$ cat src/rtl/serial_addsub.sv
// Bit-serial adder/subtractor: one full-adder cell and a carry flop walk the
// operands LSB-first over WIDTH cycles, with a start/ready/busy/done handshake.
module serial_addsub #(
  parameter int WIDTH  = 8,
  parameter bit SUB_EN = 1'b1
) (
  input  logic             clk,
  input  logic             rst_n,
  input  logic             start,
  input  logic [WIDTH-1:0] a,
  input  logic [WIDTH-1:0] b,
  input  logic             cin,
  input  logic             sub,
  output logic             ready,
  output logic             busy,
  output logic             done,
  output logic [WIDTH-1:0] s,
  output logic             carry,
  output logic             ovf
);

  localparam int CW = $clog2(WIDTH);

  typedef enum logic [1:0] {
    ST_IDLE = 2'd0,
    ST_RUN  = 2'd1,
    ST_DONE = 2'd2
  } state_e;

  state_e           state_q, state_d;
  logic [WIDTH-1:0] opa_q, opa_d;
  logic [WIDTH-1:0] opb_q, opb_d;
  logic [WIDTH-1:0] res_q, res_d;
  logic [WIDTH-1:0] s_q, s_d;
  logic [CW-1:0]    cnt_q, cnt_d;
  logic             cy_q, cy_d;
  logic             carry_q, carry_d;
  logic             ovf_q, ovf_d;

  logic sub_eff;
  logic accept;
  logic last_bit;
  logic bit_sum;
  logic cy_next;

  // Subtraction is a + ~b + 1: invert B on capture and force the carry-in.
  assign sub_eff  = sub & SUB_EN;
  assign accept   = start & (state_q == ST_IDLE);
  assign last_bit = (cnt_q == CW'(WIDTH - 1));
  assign bit_sum  = opa_q[0] ^ opb_q[0] ^ cy_q;
  assign cy_next  = (opa_q[0] & opb_q[0]) | (cy_q & (opa_q[0] ^ opb_q[0]));

  // ---------------------------------------------------------------------------
  // FSM: state register
  // ---------------------------------------------------------------------------
  always_ff @(posedge clk or negedge rst_n) begin
    // NOTE: clocked state uses non-blocking assignments so every flop samples
    // pre-edge values regardless of process ordering.
    if (!rst_n) begin
      state_q <= ST_IDLE;
    end else begin
      state_q <= state_d;
    end
  end

  // ---------------------------------------------------------------------------
  // FSM: next-state logic
  // ---------------------------------------------------------------------------
  always_comb begin
    // NOTE: defaulting every combinational output first keeps any unlisted
    // path from inferring a latch.
    state_d = state_q;
    case (state_q)
      ST_IDLE: if (start)    state_d = ST_RUN;
      ST_RUN:  if (last_bit) state_d = ST_DONE;
      ST_DONE:               state_d = ST_IDLE;
      default:               state_d = ST_IDLE;
    endcase
  end

  // ---------------------------------------------------------------------------
  // FSM: outputs
  // ---------------------------------------------------------------------------
  always_comb begin
    ready = (state_q == ST_IDLE);
    busy  = (state_q == ST_RUN);
    done  = (state_q == ST_DONE);
  end

  // ---------------------------------------------------------------------------
  // Datapath next-state
  // ---------------------------------------------------------------------------
  always_comb begin
    opa_d   = opa_q;
    opb_d   = opb_q;
    res_d   = res_q;
    cnt_d   = cnt_q;
    cy_d    = cy_q;
    s_d     = s_q;
    carry_d = carry_q;
    ovf_d   = ovf_q;

    if (accept) begin
      opa_d = a;
      opb_d = sub_eff ? ~b : b;
      cy_d  = sub_eff ? 1'b1 : cin;
      cnt_d = '0;
    end else if (state_q == ST_RUN) begin
      opa_d          = opa_q >> 1;
      opb_d          = opb_q >> 1;
      cy_d           = cy_next;
      res_d[cnt_q]   = bit_sum;
      cnt_d          = cnt_q + CW'(1);
      // Visible results change only on entry to DONE; cy_q here is the carry
      // into the MSB, cy_next the carry out of it.
      if (last_bit) begin
        s_d     = res_d;
        carry_d = cy_next;
        ovf_d   = cy_q ^ cy_next;
      end
    end
  end

  // ---------------------------------------------------------------------------
  // Datapath registers
  // ---------------------------------------------------------------------------
  always_ff @(posedge clk or negedge rst_n) begin
    // NOTE: the operand, carry and partial-result registers are reset as well,
    // so an op aborted by reset leaves no carry or bits behind for the next one.
    if (!rst_n) begin
      opa_q   <= '0;
      opb_q   <= '0;
      res_q   <= '0;
      cnt_q   <= '0;
      cy_q    <= 1'b0;
      s_q     <= '0;
      carry_q <= 1'b0;
      ovf_q   <= 1'b0;
    end else begin
      opa_q   <= opa_d;
      opb_q   <= opb_d;
      res_q   <= res_d;
      cnt_q   <= cnt_d;
      cy_q    <= cy_d;
      s_q     <= s_d;
      carry_q <= carry_d;
      ovf_q   <= ovf_d;
    end
  end

  assign s     = s_q;
  assign carry = carry_q;
  assign ovf   = ovf_q;

endmodule

$ cat config.mk
export PLATFORM = sky130hd
export DESIGN_NAME = serial_addsub
export DESIGN_NICKNAME = d
export VERILOG_FILES = /design/src/rtl/serial_addsub.sv
export SDC_FILE = /design/constraint.sdc
export NUM_CORES = 1
export LEC_CHECK = 0
export CORE_MARGIN = 5
export CORE_UTILIZATION = 47
export CTS_CLUSTER_SIZE = 16
export DETAILED_ROUTE_END_ITERATION = 10
export PLACE_DENSITY = 0.72
export SETUP_SLACK_MARGIN = 0.15
export SLEW_MARGIN = 10
export SYNTH_ARGS = -nofsm -noshare
export SYNTH_HDL_FRONTEND = slang
export SYNTH_SLANG_ARGS = --single-unit
$ cat constraint.sdc
create_clock -name clk -period 2.95 [get_ports clk]
set_input_delay 0.59 -clock clk [delete_from_list [all_inputs] [get_ports clk]]
set_output_delay 0.59 -clock clk [all_outputs]
set_load 0.01 [all_outputs]
After elaboration in Yosys (flattened, before gate mapping)
Cells that the tools add are included.
{"block": "word_totals", "register_bits": 40, "word_cells": 48}
{"block": "op_classes", "magnitude_cmp": 2, "bitwise": 9, "eq_ne": 5, "muxes": 16, "n_reduce_logical": 6, "addsub": 1}
{"operator": "$mux 8", "n": 5}
{"operator": "$bwmux 8", "n": 1}
{"operator": "$not 8->8", "n": 1}
{"operator": "$mux 3", "n": 2}
{"operator": "$lt 3x4->1 const B", "n": 1}
{"operator": "$mux 1", "n": 4}
{"operator": "$mux 2", "n": 2}
{"operator": "$pmux 2 s2", "n": 1}
{"operator": "$reduce_and 2->1", "n": 2}
{"operator": "$add 3x1->3 const B", "n": 1}
{"operator": "$and 1x1->1", "n": 3}
{"operator": "$demux 1 s3", "n": 1}
{"operator": "$eq 3x3->1 const B", "n": 1}
{"operator": "$ge 3x1->1 const B", "n": 1}
{"operator": "$reduce_and 3->1", "n": 1}
{"operator": "$xor 1x1->1", "n": 3}
{"operator": "$eq 2x1->1 const B", "n": 1}
{"operator": "$eq 2x2->1 const B", "n": 1}
{"operator": "$logic_not 2->1", "n": 1}
{"operator": "$ne 2x1->1 const B", "n": 1}
{"operator": "$ne 2x2->1 const B", "n": 1}
{"operator": "$reduce_bool 2->1", "n": 1}
{"operator": "$logic_and 1x1->1", "n": 1}
{"operator": "$not 1->1", "n": 1}
{"operator": "$or 1x1->1", "n": 1}

Longest topological paths before layout
Gate-level depths: netlist of the first run.
{"block": "depth", "depth_word": 5, "ltp_mapped": 6, "mapped_depth_nobuf": 5}

Worst setup path after synthesis of the first run
Ideal clock, no wire load.
{"block": "synth_timing", "path_kind": "register to output", "start": "reg state_q[1]", "end": "out done", "slack_ps": 1302, "stages_incl_launch_ff": 4, "arrival_ps": 1058, "n_path_buf": 2, "required_time_ps": 2360, "cell_sequence": "dfrtp_1 buf_2 buf_1 nor2b_1"}
{"block": "synth_via", "elab_chain_len": 1}
{"element": "from (decl)", "line": "30", "source": "state_e state_q, state_d;"}
{"element": "from (signal assigned)", "line": "62", "source": "state_q <= state_d;"}
{"element": "$eq 2x2->1", "line": "87", "source": "done = (state_q == ST_DONE);"}
{"element": "to (decl)", "line": "16", "source": "output logic done,"}
No other way between the ends.

Worst setup path after layout of the first run
{"block": "layout_timing", "start": "reg state_q[1]", "end": "out busy"}
{"block": "layout_via", "elab_chain_len": 1}
{"element": "$eq 2x1->1", "line": "86", "source": "busy = (state_q == ST_RUN);"}
{"element": "to (decl)", "line": "15", "source": "output logic busy,"}
No other way between the ends.

==> run_results.csv, run 1 <==
group,metric,value,unit
timing,fin_crit_sh,82.7,%
synth,ys_ff_latch,40,
placed_design,io_buffers,33,
synth,synth_edf_count,0,
global_route,antenna_found_initial,0,
global_route,grt_pass1_vias,1489,
clock_tree,postCtsHoldBufs,0,
critical_path,worst_setup_path_start_kind,"flop",
finish,fin_util,60.3,%
critical_path,cp_slowest_cell,"clkdlybuf4s50_1",
finish,syn2layout_area_growth,22.1,%
synth,yosys-top-cells-area,"dfrtp_1 (50%), nand2_1 (5.4%), mux2_2 (5.1%)",
timing,max_clock_freq,410,MHz
timing,period_minus_slack,2440,ps
power_and_ir_drop,ir_worst_vdd,0.000420,V
clock_tree,clockBufferDepth,2,
floorplan,num_io_pins,34,
floorplan,die_x,75.3,µm
worst_hold_path,hold_path_class,"in2async",
placed_design,dp_cells,270,
timing,drv_slew,0,
critical_path,r2r_setup_slack,990,ps
route,viasPerCell,5.58,
power_and_ir_drop,powerDensity,1070,nW/µm²
critical_path,crit_required,2360,ps
finish,final_cell_area,2450,µm²
timing,fin_tns_setup,0,ps
route,route.detailed.drc,0,
timing,relSlewSlack,41.1,%
clock_tree,cts-root-buf,"clkbuf_8",
power_and_ir_drop,cellLeakagePower,1.01,nW
floorplan,die_area,5670,µm²
critical_path,reg2reg_from,"opa_q[0]$_DFFE_PN0P_",
timing,hold_ws,406,ps
timing,finalHoldViolCount,0,
route,first_pass_iters,4,
floorplan,fp-row-count,23,
critical_path,setup.worst_path.end_class,"output port",
critical_path,rr_worst_depth,4,
finish,instances_no_fill,278,
finish,drive_above_1_share,11.0,%
finish,antennaDiodeCount,0,
route,vias,1552,
global_route,grt-ovfl-total,0,
run_status,status,"finished, final reports clean",
synth,synthDistinctLibCells,39,
clock_tree,cts.repair.resized,0,
clock_tree,cts_htree_levels,2,
timing,skew,8.51,ps
critical_path,r2r-end,"s[3]$_DFFE_PN0P_",
placed_design,place_hpwl,2.71,mm
clock_tree,cts_buffers,5,
synth,synthFlopType,"dfrtp_1",
route,wl_per_cell,15.1,µm
floorplan,die_h,75.3,µm
timing,setup_viol,0,
critical_path,cp_max_fo,14,
timing,tightest_slew,884,ps
critical_path,slowest_delay,590,ps
global_route,gr-usage-all-layers,16.9,%
clock_tree,clk_pin_slew,80,ps
synth,synth_warnings,0,
job,cap_violations,0,
global_route,grt_pass1_wl,7.09,mm
critical_path,crit_type,"reg2out",
route,wl,4.19,mm
global_route,grt_max_degree,41,
clock_tree,cts_tree,"done",
floorplan,start_util,49.4,%
critical_path,arrival,1850,ps
synth,synth_fp_nets,225,
route,ant_nets,0,
placed_design,place_congestion,0.755,
synth,synth-async-reset-ratio,100,%
route,initialDrtViolationCount,151,
synth,yosys.area.top_type_share,49.9,%
placed_design,place_area,2320,µm²
clock_tree,clkSinkCount,40,
finish,final_common_cell,"dfrtp_1",
synth,synth-seq-area-share,49.9,%
synth,mappedNetlistArea,2000,µm²
critical_path,cp_cell_sequence,"nand2b_2 -> inv_2 -> clkdlybuf4s50_1",
synth,synth_top_area_cell,"dfrtp_1",
clock_tree,clkLatencyLatePin,300,ps
clock_tree,post-cts-setup-buffers,0,
timing,rsz0062_at_grt,"false",
finish,final_nets,251,
synth,syn_area_per_cell,9.97,µm²
finish,layout_common_cells,"dfrtp_1 (40), clkdlybuf4s50_1 (32), nand2_1 (29)",
synth,syn_inst,201,
floorplan,core_area,4060,µm²
==> power by group <==
group,switching [mW],internal (mW),total (mW),leakage [nW]
logic,0.564,0.549,1.11,0.454
clock network,0.193,0.299,0.492,0.0645
registers,0.217,0.802,1.02,0.490
total,0.975,1.65,2.62,1.01
==> cell families (layout without fill, tap and decap cells) <==
logic type | Yosys count | count (layout) | synth area share (%)
buffers and inverters | 20 | 47 | 5.24
adders and majority gates | 3 | 3 | 2.25
and+or+nand+nor | 69 | 69 | 16.0
DFF | 40 | 40 | 49.9
muxes | 11 | 11 | 6.06
xor gates and xnor gates | 9 | 9 | 3.93
AOI/OAI and AO/OA | 49 | 49 | 16.5
==> synthesized netlist by cell type, types with 3 or more instances <==
| master | number |
|---|---|
| a21oi_1 | 4 |
| a22oi_1 | 9 |
| a31oi_1 | 6 |
| buf_2 | 9 |
| buf_4 | 3 |
| clkbuf_1 | 3 |
| dfrtp_1 | 40 |
| mux2_2 | 9 |
| nand2_1 | 29 |
| nand2b_1 | 3 |
| nand3_1 | 9 |
| nor2_1 | 12 |
| nor2b_1 | 6 |
| nor3_1 | 4 |
| o21ai_0 | 14 |
| o221ai_1 | 4 |
| xnor2_1 | 7 |
==> flip-flops by register name, summed over array words and instances (netlist names) <==
register and flops:
carry 1, cnt_q 3, cy_q 1, opa_q 8, opb_q 8, ovf 1
res_q 8, s 8, state_q 2
==> metrics by stage <==
stage	total power, mW	setup slack (ps)
5_1_grt	2.83	402
3_3_place_gp	2.11	760
2_1_floorplan	1.78	1300
6_report	2.62	509
3_5_place_dp	2.15	715
4_1_cts	2.65	482
==> per-layer routing <==
metal / global-route usage [%] / routed length [µm] / up-vias
met4: 9.90 / 82 / 0
met2: 25.3 / 1990 / 26
met3: 3.17 / 178 / 10
met1: 22.9 / 1940 / 756
met5: 0 / 0 / -
li1: - / - / 760
==> worst max-delay path by stage <==
| stage | startpoint | endpoint | depth (start not counted) |
|---|---|---|---|
| finish | state_q[1]$_DFFE_PN0P_ | busy | 3 |
| global route | state_q[1]$_DFFE_PN0P_ | busy | 3 |
| CTS | state_q[1]$_DFFE_PN0P_ | busy | 3 |
| detailed placement | start | opb_q[7]$_DFFE_PN0P_ | 4 |
| global placement | start | opb_q[7]$_DFFE_PN0P_ | 4 |
| floorplan | state_q[1]$_DFFE_PN0P_ | done | 3 |
==> area by class of cell <==
| cell class | count | area [µm²] |
|---|---|---|
| tap | 50 | 62.6 |
| clock inverter | 1 | 30.0 |
| clock buffer | 7 | 96.3 |
| timing repair buffer | 36 | 348 |
| multi-input combinational | 141 | 898 |
| sequential | 40 | 1000 |
| inverter | 3 | 11.3 |
| fill | 364 | 1610 |
==> worst max-delay path, delay by kind of cell, from the launching register on <==
kind / cells / cell delay (ps)
DFF: 1 / 380
and+or+nand+nor: 1 / 300
buffers and inverters: 2 / 870
(Power assumes the default switching activity.)
==> run 2: changes to the inputs <==
Clock period 2.95 ns to 2.3 ns, I/O delays scaled along.
==> run_results.csv, run 2 (synthesis gave the netlist of run 1 again) <==
group,metric,value,unit
job,cap_violations,0,
floorplan,num_io_pins,34,
route,viasPerCell,5.42,
finish,drive_above_1_share,13.9,%
placed_design,place_hpwl,2.87,mm
timing,drv_slew,0,
critical_path,crit_required,1840,ps
floorplan,core_area,4060,µm²
clock_tree,clk_pin_slew,80,ps
critical_path,r2r_setup_slack,510,ps
critical_path,setup.worst_path.end_class,"output port",
run_status,status,"finished, final reports clean",
clock_tree,clockBufferDepth,2,
finish,final_nets,260,
timing,fin_tns_setup,0,ps
timing,rsz0062_at_grt,"false",
critical_path,reg2reg_from,"state_q[0]$_DFFE_PN0P_",
placed_design,io_buffers,33,
route,wl_per_cell,14.5,µm
timing,max_clock_freq,486,MHz
critical_path,r2r-end,"opb_q[7]$_DFFE_PN0P_",
timing,hold_ws,286,ps
finish,fin_util,61.5,%
power_and_ir_drop,p_int,2.14,mW
timing,relSlewSlack,41.6,%
route,initialDrtViolationCount,107,
power_and_ir_drop,p_sw,1.26,mW
timing,skew,9.45,ps
floorplan,fp-row-count,23,
clock_tree,clkLatencyLatePin,290,ps
power_and_ir_drop,cellLeakagePower,1.04,nW
floorplan,die_h,75.3,µm
power_and_ir_drop,clkPwrFrac,16.5,%
power_and_ir_drop,ir_worst_vdd,0.000487,V
floorplan,start_util,49.4,%
clock_tree,postCtsHoldBufs,0,
global_route,antenna_found_initial,0,
clock_tree,clkSinkCount,40,
finish,instances_no_fill,287,
clock_tree,post-cts-setup-buffers,0,
clock_tree,cts_tree,"done",
route,first_pass_iters,4,
timing,setup_viol,0,
critical_path,cp_max_fo,7,
placed_design,place_area,2390,µm²
clock_tree,cts_buffers,5,
worst_hold_path,hold_path_class,"in2async",
power_and_ir_drop,switching_share,37.0,%
finish,antennaDiodeCount,0,
route,ant_nets,0,
timing,tightest_slew,876,ps
global_route,grt_max_degree,41,
critical_path,crit_type,"reg2out",
floorplan,die_x,75.3,µm
critical_path,arrival,1600,ps
timing,period_minus_slack,2060,ps
finish,syn2layout_area_growth,24.5,%
placed_design,place_congestion,0.791,
global_route,gr-usage-all-layers,17.2,%
power_and_ir_drop,powerDensity,1360,nW/µm²
placed_design,dp_cells,279,
global_route,grt-ovfl-total,0,
power_and_ir_drop,pwr-share-seq,36.3,%
clock_tree,cts_htree_levels,2,
finish,final_common_cell,"dfrtp_1",
critical_path,worst_setup_path_start_kind,"flop",
route,wl,4.17,mm
global_route,grt_pass1_vias,1571,
route,route.detailed.drc,0,
clock_tree,cts.repair.resized,0,
finish,layout_common_cells,"dfrtp_1 (40), clkdlybuf4s50_1 (32), nand2_1 (29)",
critical_path,rr_worst_depth,4,
timing,finalHoldViolCount,0,
route,vias,1556,
timing,fin_crit_sh,89.4,%
global_route,grt_pass1_wl,7.38,mm
floorplan,die_area,5670,µm²
finish,final_cell_area,2500,µm²
power_and_ir_drop,power_frac_comb,47.2,%
clock_tree,cts-root-buf,"clkbuf_8",
==> run 2: cell count changes in the layout (fill, tap and decap cells not counted), sizes merged <==
cell	delta
buf	+9
clkbuf	-1
clkinv	+1
==> run 2: how the worst max path moves through the flow <==
stage                                       from                   end  slack [ps]  depth (start not counted)
after floorplan           state_q[1]$_DFFE_PN0P_                  done         780                          3
after global placement                     start  opa_q[7]$_DFFE_PN0P_         390                          4
after detailed placement                   start  opb_q[7]$_DFFE_PN0P_         360                          4
after CTS                 state_q[1]$_DFFE_PN0P_                  busy         220                          3
after global routing      state_q[1]$_DFFE_PN0P_                  busy         170                          3
final                     state_q[1]$_DFFE_PN0P_                  busy         240                          3
==> run 2: final cells by class <==
cell class | instances | area [µm²]
flip-flops and latches | 40 | 1000
well taps | 50 | 62.6
multi-input cells | 141 | 898
clock inverters | 2 | 35.0
inverters | 3 | 11.3
repair buffers | 45 | 415
clock buffers | 6 | 72.6
fillers | 337 | 1560
==> run 2: per-stage QoR <==
step / worst slack (ps) / total power, mW
final: 243 / 3.40
after global routing: 172 / 3.71
after global placement: 388 / 2.82
after CTS: 217 / 3.44
after detailed placement: 364 / 2.86
after floorplan: 782 / 2.28
==> run 2: power groups by stage <==
stage	Clock, mW	Combinational, mW	Sequential (mW)
6_report	0.561	1.61	1.24
5_1_grt	0.600	1.83	1.28
4_1_cts	0.576	1.62	1.24
3_5_place_dp	0	1.61	1.25
3_3_place_gp	0	1.58	1.24
2_1_floorplan	0	1.04	1.24
==> run 2: worst max-delay path, cell delays in order (launching register included) <==
cell and delay [ps]:
dfrtp_1 470, nand2b_2 240, inv_2 70, clkdlybuf4s50_1 530
==> run 2: metal layers <==
layer	routed length, µm	vias to the layer above	global-route usage (%)	part of all wire (%)
li1	-	780	-	-
met5	0	-	0	0
met1	1960	742	23.1	47
met2	1970	28	26.8	47
met3	179	6	4.49	4.3
met4	65	0	6.21	1.6
==> variant 1, RTL diff (settings of run 2) <==
The parameter `WIDTH` goes from 8 to 16.
--- a/src/rtl/serial_addsub.sv
+++ b/src/rtl/serial_addsub.sv
@@ -1,7 +1,7 @@
 // Bit-serial adder/subtractor: one full-adder cell and a carry flop walk the
 // operands LSB-first over WIDTH cycles, with a start/ready/busy/done handshake.
 module serial_addsub #(
-  parameter int WIDTH  = 8,
+  parameter int WIDTH  = 16,
   parameter bit SUB_EN = 1'b1
 ) (
   input  logic             clk,
Interface: changed (resized a, b and s); port bits go from 34 to 58. The function was not compared with the original's and may differ.
==> variant 1 against run 2 <==
Combinational power is 27% higher; area after synthesis is 71% higher; cell area is 71% higher; sequential share of layout area is 2.2 points higher; wire length is 69% higher; sequential power is 77% higher; clock skew is 0.00069 ns lower; core utilization is 2.2 points lower; total power is 52% higher; critical path depth is 1 lower; setup slack worse by 0.0033 ns; sequential cell count is 32 higher; critical path type unchanged; largest power group is now registers.
==> variant 1: results <==
[run_status]
status = "complete, no violations"

[drt]
ant_nets = 0
first_iter_violations = 174
first_pass_iters = 4
viasPerCell = 5.22
wire_per_inst_um = 14.5

[cts]
insertion_delay_ns = 0.35
cts.reportedPaths.clkPinSlew_ns = 0.08
clock_path_buffers = 2
root_buffer = "clkbuf_8"
htreeDepth = 3
post_cts_buffers = 0
cts_resized = 2
cts_buffers = 9

[synth]
syn_nets = 368
synthTopCellsByCount = "dfrtp_1 (72), nand2_1 (43), nor2_1 (31)"
ys_async_sr_fraction_pct = 100
yosysSeqAreaShare_pct = 52.4
yosys_warnings = 0
synth.area.top_cells = "dfrtp_1 (52%), mux2_2 (8.8%), nand2_1 (4.7%)"
synth.distinct_cells = 35

[critical_path]
crit_path_max_incr_delay_ns = 0.56
crit_slowest_cell = "clkdlybuf4s50_1"
crit_family = "buffers and inverters"
cp_max_fo = 9
critPathArrivalTime_ns = 1.60
worst-r2r-cell-count = 3

[placement]
io_buffers = 57
dp_hpwl_um = 4900
gp_congestion = 0.778

[final_layout]
layout-drive-gt1-share_pct = 15.7
n_fill_cell = 619
antenna_cells = 0
final_nets = 426

[global_route]
grt_util_all_layers_pct = 17.1
grt_pass1_wl_um = 12000
antenna_found_initial = 0
grt_pass1_vias = 2518
grt_max_degree = 43

[timing]
skew_ns = 0.00876
final-hold-violation-count = 0
slew_headroom_pct = 55.1

[pwr]
swShare_pct = 35.9
ir_drop_uv = 407
p_leak_nw = 1.83

[hold_path]
hold_class = "primary input to async pin"
[variant 1: cell types whose count changed after synthesis, moves of 9 or more]
cell / delta
a21oi_1: +10
a31oi_1: +9
dfrtp_1: +32
mux2_2: +18
nand2_1: +14
nor2_1: +19
xor2_1: +15
[variant 1: path summary, 6_finish.rpt]
kind,start,to,slack (ns)
worst min register to register,carry,carry,0.48
max in group asynchronous,rst_n,state_q[1],1.71
worst max-delay path,state_q[0],done,0.24
min in group clk,carry,carry,0.48
worst max register to register,opa_q[0],s[13],0.48
worst min-delay path,rst_n,opa_q[6],0.12
[variant 1: worst reg2reg max path, cell delays in order, from the launching register on]
cell     delay [ns]
dfrtp_1        0.42
fa_1           0.96
mux2i_1        0.19
a21oi_1        0.18
[variant 1: cells by family (layout without fill, tap and decap cells)]
logic type / after synthesis / in the layout / synth area share (%)
AO/OA/AOI/OAI: 68 / 68 / 11.9
XOR/XNOR: 18 / 18 / 4.59
adder cells (fa/ha/maj): 5 / 5 / 2.04
buffers and inverters: 28 / 91 / 5.13
flip-flops: 72 / 72 / 52.4
multiplexers: 33 / 33 / 10.7
AND/OR/NAND/NOR: 102 / 102 / 13.2
[variant 1: area by class of cell]
cell class	count	share of cell area [%]
Sequential cell	72	42.3
Multi-Input combinational cell	226	34.3
Timing Repair Buffer	70	15.5
Clock buffer	12	3.88
Tap cell	99	2.91
Clock inverter	4	0.646
Inverter	5	0.441
[variant 1: through the flow]
step / worst slack, ns / area (sq um) / std cells
2_1_floorplan: 0.821 / 3440 / 326
3_3_place_gp: 0.329 / 4070 / 472
3_5_place_dp: 0.269 / 4070 / 472
4_1_cts: 0.234 / 4260 / 488
5_1_grt: 0.161 / 4260 / 488
6_report: 0.240 / 4260 / 488
[variant 1: metal layers]
layer  part of all wire [%]  GRT usage (%)
met5                      0              0
met4                    2.3           7.82
met3                    4.6           3.55
met2                     47           26.3
met1                     46           23.2
[variant 1: power by group through the flow]
stage / logic [W] / registers (W) / clock network (W)
final: 0.00204 / 0.00220 / 0.000944
after global placement: 0.00199 / 0.00220 / 0
after floorplan: 0.00139 / 0.00217 / 0
after global routing: 0.00226 / 0.00228 / 0.00103
after detailed placement: 0.00206 / 0.00221 / 0
after CTS: 0.00205 / 0.00220 / 0.000967
==> variant 2, RTL diff (config.mk and constraints of run 2) <==
Without the edit above. Make the reset (`rst_n`) synchronous in 2 clocked blocks.
--- a/src/rtl/serial_addsub.sv
+++ b/src/rtl/serial_addsub.sv
@@ -53,7 +53,7 @@
   // ---------------------------------------------------------------------------
   // FSM: state register
   // ---------------------------------------------------------------------------
-  always_ff @(posedge clk or negedge rst_n) begin
+  always_ff @(posedge clk) begin
     // NOTE: clocked state uses non-blocking assignments so every flop samples
     // pre-edge values regardless of process ordering.
     if (!rst_n) begin
@@ -124,7 +124,7 @@
   // ---------------------------------------------------------------------------
   // Datapath registers
   // ---------------------------------------------------------------------------
-  always_ff @(posedge clk or negedge rst_n) begin
+  always_ff @(posedge clk) begin
     // NOTE: the operand, carry and partial-result registers are reset as well,
     // so an op aborted by reset leaves no carry or bits behind for the next one.
     if (!rst_n) begin
Behaviour: differs if rst_n is asserted again (counterexample within 4 cycles, from zero or initial values and one cycle with rst_n low); with rst_n held inactive, the same outputs for 10 cycles.
==> variant 2 against run 2 <==
Sequential cell count stayed put; cell area is 7.5% lower; clock skew is 0.0054 ns lower; count of clock-buffer cells in the layout is 2 higher; via count is 1.3% lower; setup slack better by 0.0075 ns; register-to-register slack better by 0.03 ns; area after synthesis is 5.9% lower; wire length is 5.4% lower.
Power is not compared: it rests on default switching activity, and its combinational part moved more than twofold at a synthesized area within 25%.
==> variant 2: results <==
[synth]
ys_async_sr_fraction_pct = 0
synth.area.top_cells = "dfxtp_1 (42%), mux2i_1 (6.9%), nand2_1 (5.4%)"
syn_nets = 233
synthTopCellsByCount = "dfxtp_1 (40), nand2_1 (27), o21ai_0 (20)"
synth-compound-area-share_pct = 18.8
yosysSeqAreaShare_pct = 42.4
synth.mux.area_fraction_pct = 6.90
ys.flop_type = "dfxtp_1"
synth-xor-area-share_pct = 4.64
syn_inst = 209

[final_layout]
seq-cell-share_pct = 34.7
n_all_buffers = 42
layout.cells.non_filler = 288
layout-drive-gt1-share_pct = 7.56
seq_area_sq_um = 801
clk_share_pct = 3.90
final_nets = 261
multiInputGateArea_sq_um = 943
buf_share_pct = 17.2
n_fill_cell = 354
areaGrowthSynthToFinish_pct = 22.3

[critical_path]
critPathArrivalTime_ns = 1.59

[placement]
post-place-ws_ns = 0.316
dp_hpwl_um = 2670
placed_cell_area_sq_um = 2220
post-place-cells = 280
gp_congestion = 0.749

[drt]
num_vias = 1535
wire_per_inst_um = 13.7
first_iter_violations = 106

[global_route]
grt_max_degree = 21
grt_pass1_wl_um = 6720

[run_status]
status = "complete, no violations"

[timing]
skew_ns = 0.00403
worst_slew_pin_slew_ns = 0.535
variant 2: changes by cell type after synthesis, sizes merged, moves of 5 or more:
cell,delta
dfrtp,-40
nand3,-6
a22oi,-9
o221ai,-5
a221o,+7
dfxtp,+40
mux2,-9
a21oi,+7
mux2i,+11
variant 2: critical path, delay by kind of cell (launching register included):
kind	cells	cell delay, ns
flops	1	0.52
simple gates	1	0.17
buf+inv	2	0.62
variant 2: path summary, 6_finish.rpt:
check / depth (start not counted) / to / from / slack, ns
setup reg to reg: 6 / carry / cnt_q[0] / 0.54
hold / removal: 2 / res_q[0] / res_q[0] / 0.46
hold reg to reg: 2 / res_q[0] / res_q[0] / 0.46
setup / recovery: 3 / busy / state_q[0] / 0.25
variant 2: metal layers:
| metal | routed length [um] | GRT usage, % | vias up |
|---|---|---|---|
| li1 | - | - | 790 |
| met1 | 1910 | 21.8 | 705 |
| met2 | 1750 | 24.1 | 36 |
| met3 | 234 | 4.51 | 4 |
| met4 | 48 | 6.04 | 0 |
| met5 | 0 | 0 | - |
